**config.mk**
```make
export PLATFORM = sky130hd
export DESIGN_NAME = lif_scheduler
export DESIGN_NICKNAME = d
export VERILOG_FILES = /design/src/rtl/lif_pkg.sv /design/src/rtl/lif_update.sv /design/src/rtl/lif_scheduler.sv
export SDC_FILE = /design/constraint.sdc
export NUM_CORES = 1
export LEC_CHECK = 0
export CORE_ASPECT_RATIO = 0.9
export CORE_MARGIN = 2
export CORE_UTILIZATION = 55
export DETAILED_ROUTE_END_ITERATION = 8
export GPL_TIMING_DRIVEN = 0
export PLACE_DENSITY_LB_ADDON = 0.08
export REMOVE_ABC_BUFFERS = 1
export SLEW_MARGIN = 40
export SYNTH_ARGS = -nofsm -noshare
export SYNTH_HDL_FRONTEND = slang
export SYNTH_HIERARCHICAL = 1
export SYNTH_SLANG_ARGS = --single-unit
export TNS_END_PERCENT = 1
```
**constraint.sdc**
```tcl
create_clock -name clk -period 7.39 [get_ports clk]
set_input_delay 1.478 -clock clk [delete_from_list [all_inputs] [get_ports clk]]
set_output_delay 1.478 -clock clk [all_outputs]
set_load 0.05 [all_outputs]
```
**src/rtl/lif_pkg.sv**
```systemverilog
// Shared types and default constants for the time-multiplexed LIF neuron scheduler.
package lif_pkg;

    typedef enum logic [2:0] {
        IDLE,
        READ,
        UPDATE,
        WRBACK,
        DONE
    } state_t;

    typedef logic [7:0] membrane_t;

    localparam int DEF_THRESHOLD  = 200;
    localparam int DEF_LEAK_SHIFT = 1;
    localparam int DEF_REFRAC     = 2;

endpackage

```
**src/rtl/lif_update.sv**
```systemverilog
// Combinational leak/integrate/saturate/compare step for one neuron.
module lif_update
    import lif_pkg::*;
#(
    parameter int THRESHOLD  = DEF_THRESHOLD,
    parameter int LEAK_SHIFT = DEF_LEAK_SHIFT
) (
    input  membrane_t  membrane,
    input  logic [7:0] cur,
    input  logic       refrac_zero,
    output membrane_t  next,
    output logic       spike
);

    logic [9:0] sum;

    // The leak never exceeds the membrane, so the 10-bit sum cannot underflow.
    always_comb begin
        sum   = {2'b00, membrane} - {2'b00, membrane >> LEAK_SHIFT} + {2'b00, cur};
        next  = (sum > 10'd255) ? 8'hFF : sum[7:0];
        spike = refrac_zero && ({2'b00, next} >= 10'(THRESHOLD));
    end

endmodule

```
**src/rtl/lif_scheduler.sv**
```systemverilog
// Sweeps N_NEUR virtual LIF neurons through one shared update datapath,
// three cycles per neuron, and publishes the spike vector at the end of a sweep.
module lif_scheduler
    import lif_pkg::*;
#(
    parameter int N_NEUR     = 4,
    parameter int THRESHOLD  = DEF_THRESHOLD,
    parameter int LEAK_SHIFT = DEF_LEAK_SHIFT,
    parameter int REFRAC     = DEF_REFRAC
) (
    input  logic                      clk,
    input  logic                      rst_n,
    input  logic                      tick,
    input  logic [8*N_NEUR-1:0]       current,
    input  logic [$clog2(N_NEUR)-1:0] state_sel,
    output logic [7:0]                state_out,
    output logic [N_NEUR-1:0]         spike_vec,
    output logic                      spike_valid,
    output logic                      busy,
    output logic                      overrun
);

    localparam int IW = $clog2(N_NEUR);
    localparam logic [IW-1:0] LAST = IW'(N_NEUR - 1);

    state_t            state, state_nx;
    logic [IW-1:0]     index;
    membrane_t         mem_file [N_NEUR];
    logic [7:0]        ref_file [N_NEUR];
    logic [7:0]        cur_q, ref_q;
    membrane_t         mem_q, next_q;
    logic              spike_q;
    logic [N_NEUR-1:0] pending, pending_nx;
    membrane_t         upd_next;
    logic              upd_spike;

    lif_update #(
        .THRESHOLD  (THRESHOLD),
        .LEAK_SHIFT (LEAK_SHIFT)
    ) u_update (
        .membrane    (mem_q),
        .cur         (cur_q),
        .refrac_zero (ref_q == 8'd0),
        .next        (upd_next),
        .spike       (upd_spike)
    );

    always_comb begin
        state_nx    = state;
        busy        = (state != IDLE);
        spike_valid = (state == DONE);
        pending_nx  = pending;
        pending_nx[index] = spike_q;
        case (state)
            IDLE:    if (tick) state_nx = READ;
            READ:    state_nx = UPDATE;
            UPDATE:  state_nx = WRBACK;
            WRBACK:  state_nx = (index == LAST) ? DONE : READ;
            DONE:    state_nx = IDLE;
            default: state_nx = IDLE;
        endcase
    end

    // spike_vec is loaded on the edge entering DONE so it is valid alongside spike_valid.
    always_ff @(posedge clk) begin
        if (!rst_n) begin
            state     <= IDLE;
            index     <= '0;
            cur_q     <= '0;
            mem_q     <= '0;
            ref_q     <= '0;
            next_q    <= '0;
            spike_q   <= 1'b0;
            pending   <= '0;
            spike_vec <= '0;
            overrun   <= 1'b0;
            for (int i = 0; i < N_NEUR; i++) begin
                mem_file[i] <= '0;
                ref_file[i] <= '0;
            end
        end else begin
            state <= state_nx;
            if (tick && state != IDLE) overrun <= 1'b1;
            case (state)
                IDLE: begin
                    if (tick) begin
                        index   <= '0;
                        pending <= '0;
                    end
                end
                READ: begin
                    cur_q <= current[8*index +: 8];
                    mem_q <= mem_file[index];
                    ref_q <= ref_file[index];
                end
                UPDATE: begin
                    next_q  <= upd_next;
                    spike_q <= upd_spike;
                end
                WRBACK: begin
                    pending <= pending_nx;
                    if (spike_q) begin
                        mem_file[index] <= '0;
                        ref_file[index] <= 8'(REFRAC);
                    end else if (ref_q != 8'd0) begin
                        mem_file[index] <= '0;
                        ref_file[index] <= ref_q - 8'd1;
                    end else begin
                        mem_file[index] <= next_q;
                    end
                    if (index == LAST) spike_vec <= pending_nx;
                    else               index     <= index + 1'b1;
                end
                default: ;
            endcase
        end
    end

    assign state_out = mem_file[state_sel];

endmodule

```
# [Word level (Yosys, flattened, before mapping)]
# Memories as Yosys holds them, arrays and structs flattened. A register that Yosys moved wholly into a read port is not among the register bits.
# Cells that the tools add are included.
[totals] ram_bits=64 memories=2 out_inout_bits=15 word_cells=80 input_bits=37 register_bits=31
[mem_list] name="mem_file" words=4 word_bits=8 read_ports=2 rd_clocked_by_memory_dff=1 write_ports=4 line="lif_scheduler.sv:28" text="membrane_t mem_file [N_NEUR];"
[mem_list] name="ref_file" words=4 word_bits=8 read_ports=1 rd_clocked_by_memory_dff=1 write_ports=4 line="lif_scheduler.sv:29" text="logic [7:0] ref_file [N_NEUR];"
[op_classes] mux=36 n_shift=1 reduce_logical=15 addsub=4 bitwise=3 magnitude_cmp=4 eq_ne=7
[ops] cell="8-bit two-way mux" n=6
[ops] cell="32-bit by 6-bit variable part select with 8-bit output" n=1
[ops] cell="1-bit two-way mux" n=18
[ops] cell="8-bit OR reduction" n=2
[ops] cell="3-bit one-hot mux with 4 select lines" n=1
[ops] cell="10-bit by 8-bit adder with 10-bit output" n=1
[ops] cell="10-bit by 8-bit > comparator with 1-bit output, second input constant" n=1
[ops] cell="8-bit by 7-bit subtractor with 9-bit output" n=1
[ops] cell="8-bit greater-or-equal comparator, second input constant" n=1
[ops] cell="8-bit zero test" n=1
[ops] cell="2-bit two-way mux" n=4
[ops] cell="4-bit one-hot mux with 2 select lines" n=1
[ops] cell="8-bit nonzero test" n=1
[ops] cell="8-bit by 1-bit subtractor with 8-bit output, second input constant" n=1
[ops] cell="3-bit by 2-bit == test with 1-bit output, second input constant" n=2
[ops] cell="3-bit two-way mux" n=2
[ops] cell="4-bit bitwise mux" n=1
[ops] cell="4-bit two-way mux" n=1
[ops] cell="2-bit inequality test, second input constant" n=2
[ops] cell="2-bit one-hot mux with 2 select lines" n=1
[ops] cell="2-bit AND reduction" n=2
[ops] cell="3-bit by 1-bit == test with 1-bit output, second input constant" n=1
[ops] cell="3-bit == test, second input constant" n=1
[ops] cell="1-bit logical AND" n=3
[ops] cell="11 further kinds" n=14

# [Logic depth before layout (Yosys ltp)]
[depth] ltp_word=10 ltp_mapped=17 mapped_depth_nobuf=17

# [By module]
# The synthesis kept the hierarchy.
[modules_own_cells] module="lif_scheduler" area_per_inst_um2=5158.7 cells_per_inst=400 seq_area_each_um2=2842.7 n_inst=1
[modules_own_cells] module="lif_update" area_per_inst_um2=769.5 cells_per_inst=98 seq_area_each_um2=0.0 n_inst=1

# [Least setup slack after synthesis]
# OpenSTA, ideal clock, no wires.
[synth_timing] kind="input to output" from="in state_sel[0]" to="out state_out[0]" path_buffers=1 stages=2 setup_slack_ns=3.290 required_ns=5.912 t_arrival_ns=2.622 path_cell_list="clkbuf_1 > mux4_2"
[synth_between] elab_chain_len=1
[synth_rtl] item="start, declared" line="lif_scheduler.sv:15" text="input logic [$clog2(N_NEUR)-1:0] state_sel,"
[synth_rtl] item="memory read 4 x 8 bit"
[synth_rtl] item="end, declared" line="lif_scheduler.sv:16" text="output logic [7:0] state_out,"
# No other way between the ends.

# [Worst setup path in the final report]
[layout_timing] from="in state_sel[0]" to="out state_out[1]"
# The elaborated chain is that of the path after synthesis.

==> flow_summary_export.csv <==
group,metric,value,unit
layout,fin_nets,599,
worst_setup_path,cpMostUsedCell,"clkdlybuf4s50_1",
synthesis,ys_async_sr_fraction,0,
worst_setup_path,arrival,3640,ps
synthesis,synth_edf_count,64,
floorplanning,die_w,113,um
run,maxCapViolCount,0,
worst_setup_path,path_cells,"clkdlybuf4s50_1, mux4_2, clkdlybuf4s50_1",
floorplanning,die_h,102,um
timing,finalSetupTns,0,ps
worst_hold_path,hold_path_class,"flop to flop",
layout,fillCellCount,814,
place,placed_area,6570,um2
floorplanning,row_count,35,
timing,setup_viol,0,
global_route,grt_overflow,0,
cts,clk_pin_slew,80,ps
timing,tightest_slew,849,ps
synthesis,synth_seq_cells,110,
drt,dr.pass1.iters,5,
synthesis,yosys.cell_count.top_type,"edfxtp_1",
floorplanning,fp.coreArea,10400,um2
worst_setup_path,cpPeakStageDelay,820,ps
cts,htree_levels,3,
layout,finalNonFillerCells,670,
timing,period_minus_slack,5110,ps
timing,max_freq,196,MHz
synthesis,yosys.area.top_type_share,0.324,
place,place_hpwl,9000,um
worst_setup_path,crit_fanout,8,
cts,cts.sinks,110,
layout,fin_area,6880,um2
layout,final_util,0.663,
global_route,grt_pass1_wl,21400,um
status,run_status,"complete, no violations",
layout,syn_to_final_growth,16.1,%
cts,cts_setup_buffers,0,
pwr,irDropWorstVdd,0.000145,V
drt,ant_nets,0,
timing,hold_viol,0,
global_route,grt_usage,0.240,
cts,clk_path_buf_depth,2,
drt,drt_iter0_drc,213,
timing,fin_crit_sh,0.692,
worst_setup_path,end_kind,"primary output",
floorplanning,ios,52,
synthesis,yosysTopAreaCell,"edfxtp_1",
synthesis,ys_top_cells_by_count,"64 x edfxtp_1, 50 x nor2_1, 46 x dfxtp_1, 32 x mux4_2, 30 x nand2_1",
place,dp_cells,654,
place,gp_congestion,0.828,
cts,cts_hold_buffers,0,
layout,final_layout_size_suffix_gt1_frac,0.148,
synthesis,yosysSeqAreaShare,0.480,
timing,skew,14.5,ps
global_route,antenna_found_initial,0,
synthesis,synthCells,498,
worst_setup_path,required,5910,ps
cts,clock_latency,350,ps
synthesis,postSynthAreaPerCell,11.9,um2
pwr,p_total,1.74,mW
worst_setup_path,slowest_stage,"clkdlybuf4s50_1",
timing,rsz0062_at_grt,"no",
drt,vias,4079,
synthesis,synth.area.top_cells,"edfxtp_1 32%, dfxtp_1 16%, mux4_2 12%",
synthesis,ys_warn_count,6,
synthesis,yosys_most_used_dff,"edfxtp_1",
place,port_buffers,51,
layout,antenna_cells,0,
timing,maxSlewViolCount,0,
global_route,grt_max_degree,37,
timing,max_slew_margin,0.430,
drt,drt-total-wl,13000,um
place,dp_slack,2260,ps
floorplanning,initial_core_util,0.571,
drt,wire_per_inst,19.4,um
floorplanning,dieArea,11600,um2
pwr,cellLeakagePower,2.46,nW
timing,worst_slack,2280,ps
pwr,power_density,252,nW/um2
drt,remaining_drc_errors,0,
cts,cts_tree,"done",
cts,cts.repair.resized,0,
cts,cts-buffers-inserted,9,
drt,vias_per_cell,6.09,
synthesis,synth_area,5930,um2
cts,clock-root-buffer,"clkbuf_16",
worst_setup_path,worst-setup-path-type,"input pin to primary output",
timing,hold-worst-slack,485,ps
synthesis,ys_types,67,
worst_setup_path,start_kind,"input pin",
global_route,grt_pass1_vias,4210,
## layer usage
layer  part of all wire  GRT usage  wire length (um)  up-vias
met5                  0          0                 0        -
met4              0.013     0.0732               175        0
met3              0.055     0.0376               709       17
met2               0.48      0.407              6270      129
met1               0.45      0.324              5810     1983
li1                   -          -                 -     1950
## layout by cell type, fill, tap and decap left out, types with 10 or more instances in the layout
cell type / instances
mux2i_1: 11
clkdlybuf4s50_1: 50
nor2_1: 50
ha_1: 24
edfxtp_1: 64
nor3_1: 15
clkbuf_16: 10
dfxtp_1: 44
mux4_2: 32
nand3_1: 10
a22o_1: 24
inv_1: 25
nor2b_1: 16
a21oi_1: 11
nand2_1: 30
## kinds of logic after synthesis
logic type               Yosys count  synth area share
multiplexers                      43             0.140
buffers and inverters             54            0.0359
flip-flops                       110             0.480
XOR/XNOR                          14            0.0207
AO/OA/AOI/OAI                     88             0.121
adder cells (fa/ha/maj)           26            0.0574
AND/OR/NAND/NOR                  163             0.145
## path summary, 6_finish.rpt
| path | from | to | slack (ps) | cells after the start |
|---|---|---|---|---|
| worst min register to register | mem_q[7]$_SDFFE_PN0P_ | mem_q[7]$_SDFFE_PN0P_ | 480 | 1 |
| worst max-delay path | state_sel[0] | state_out[1] | 2280 | 3 |
| worst max register to register | mem_q[2]$_SDFFE_PN0P_ | next_q[7]$_SDFFE_PN0P_ | 3750 | 17 |
| worst min-delay path | mem_q[7]$_SDFFE_PN0P_ | mem_q[7]$_SDFFE_PN0P_ | 480 | 1 |
## registers in the layout, summed over array words and instances, names as in the netlist, 4 cells and up
name,cells
ref_file,32
cur_q,8
ref_q,8
spike_vec,4
next_q,8
mem_q,8
mem_file,32
## where the power goes
part           switching (mW)  leakage, nW  internal [mW]  total [mW]
registers              0.0396         1.04          0.688       0.728
clock network           0.238        0.152          0.260       0.498
logic                   0.300         1.27          0.211       0.511
## area by class of cell
class                           count  area, um2  share of cell area
Timing Repair Buffer               55        548              0.0796
Inverter                           26       97.6              0.0142
Multi-Input combinational cell    334       2910               0.422
Sequential cell                   110       2850               0.414
Tap cell                          129        161              0.0234
Clock buffer                       10        250              0.0364
Clock inverter                      6       68.8              0.0100
## critical path, delay by kind of cell
kind,cells,cell delay (ps)
buffers and inverters,2,1550
multiplexers,1,610
No activity file was read; power rests on OpenSTA's default activity.
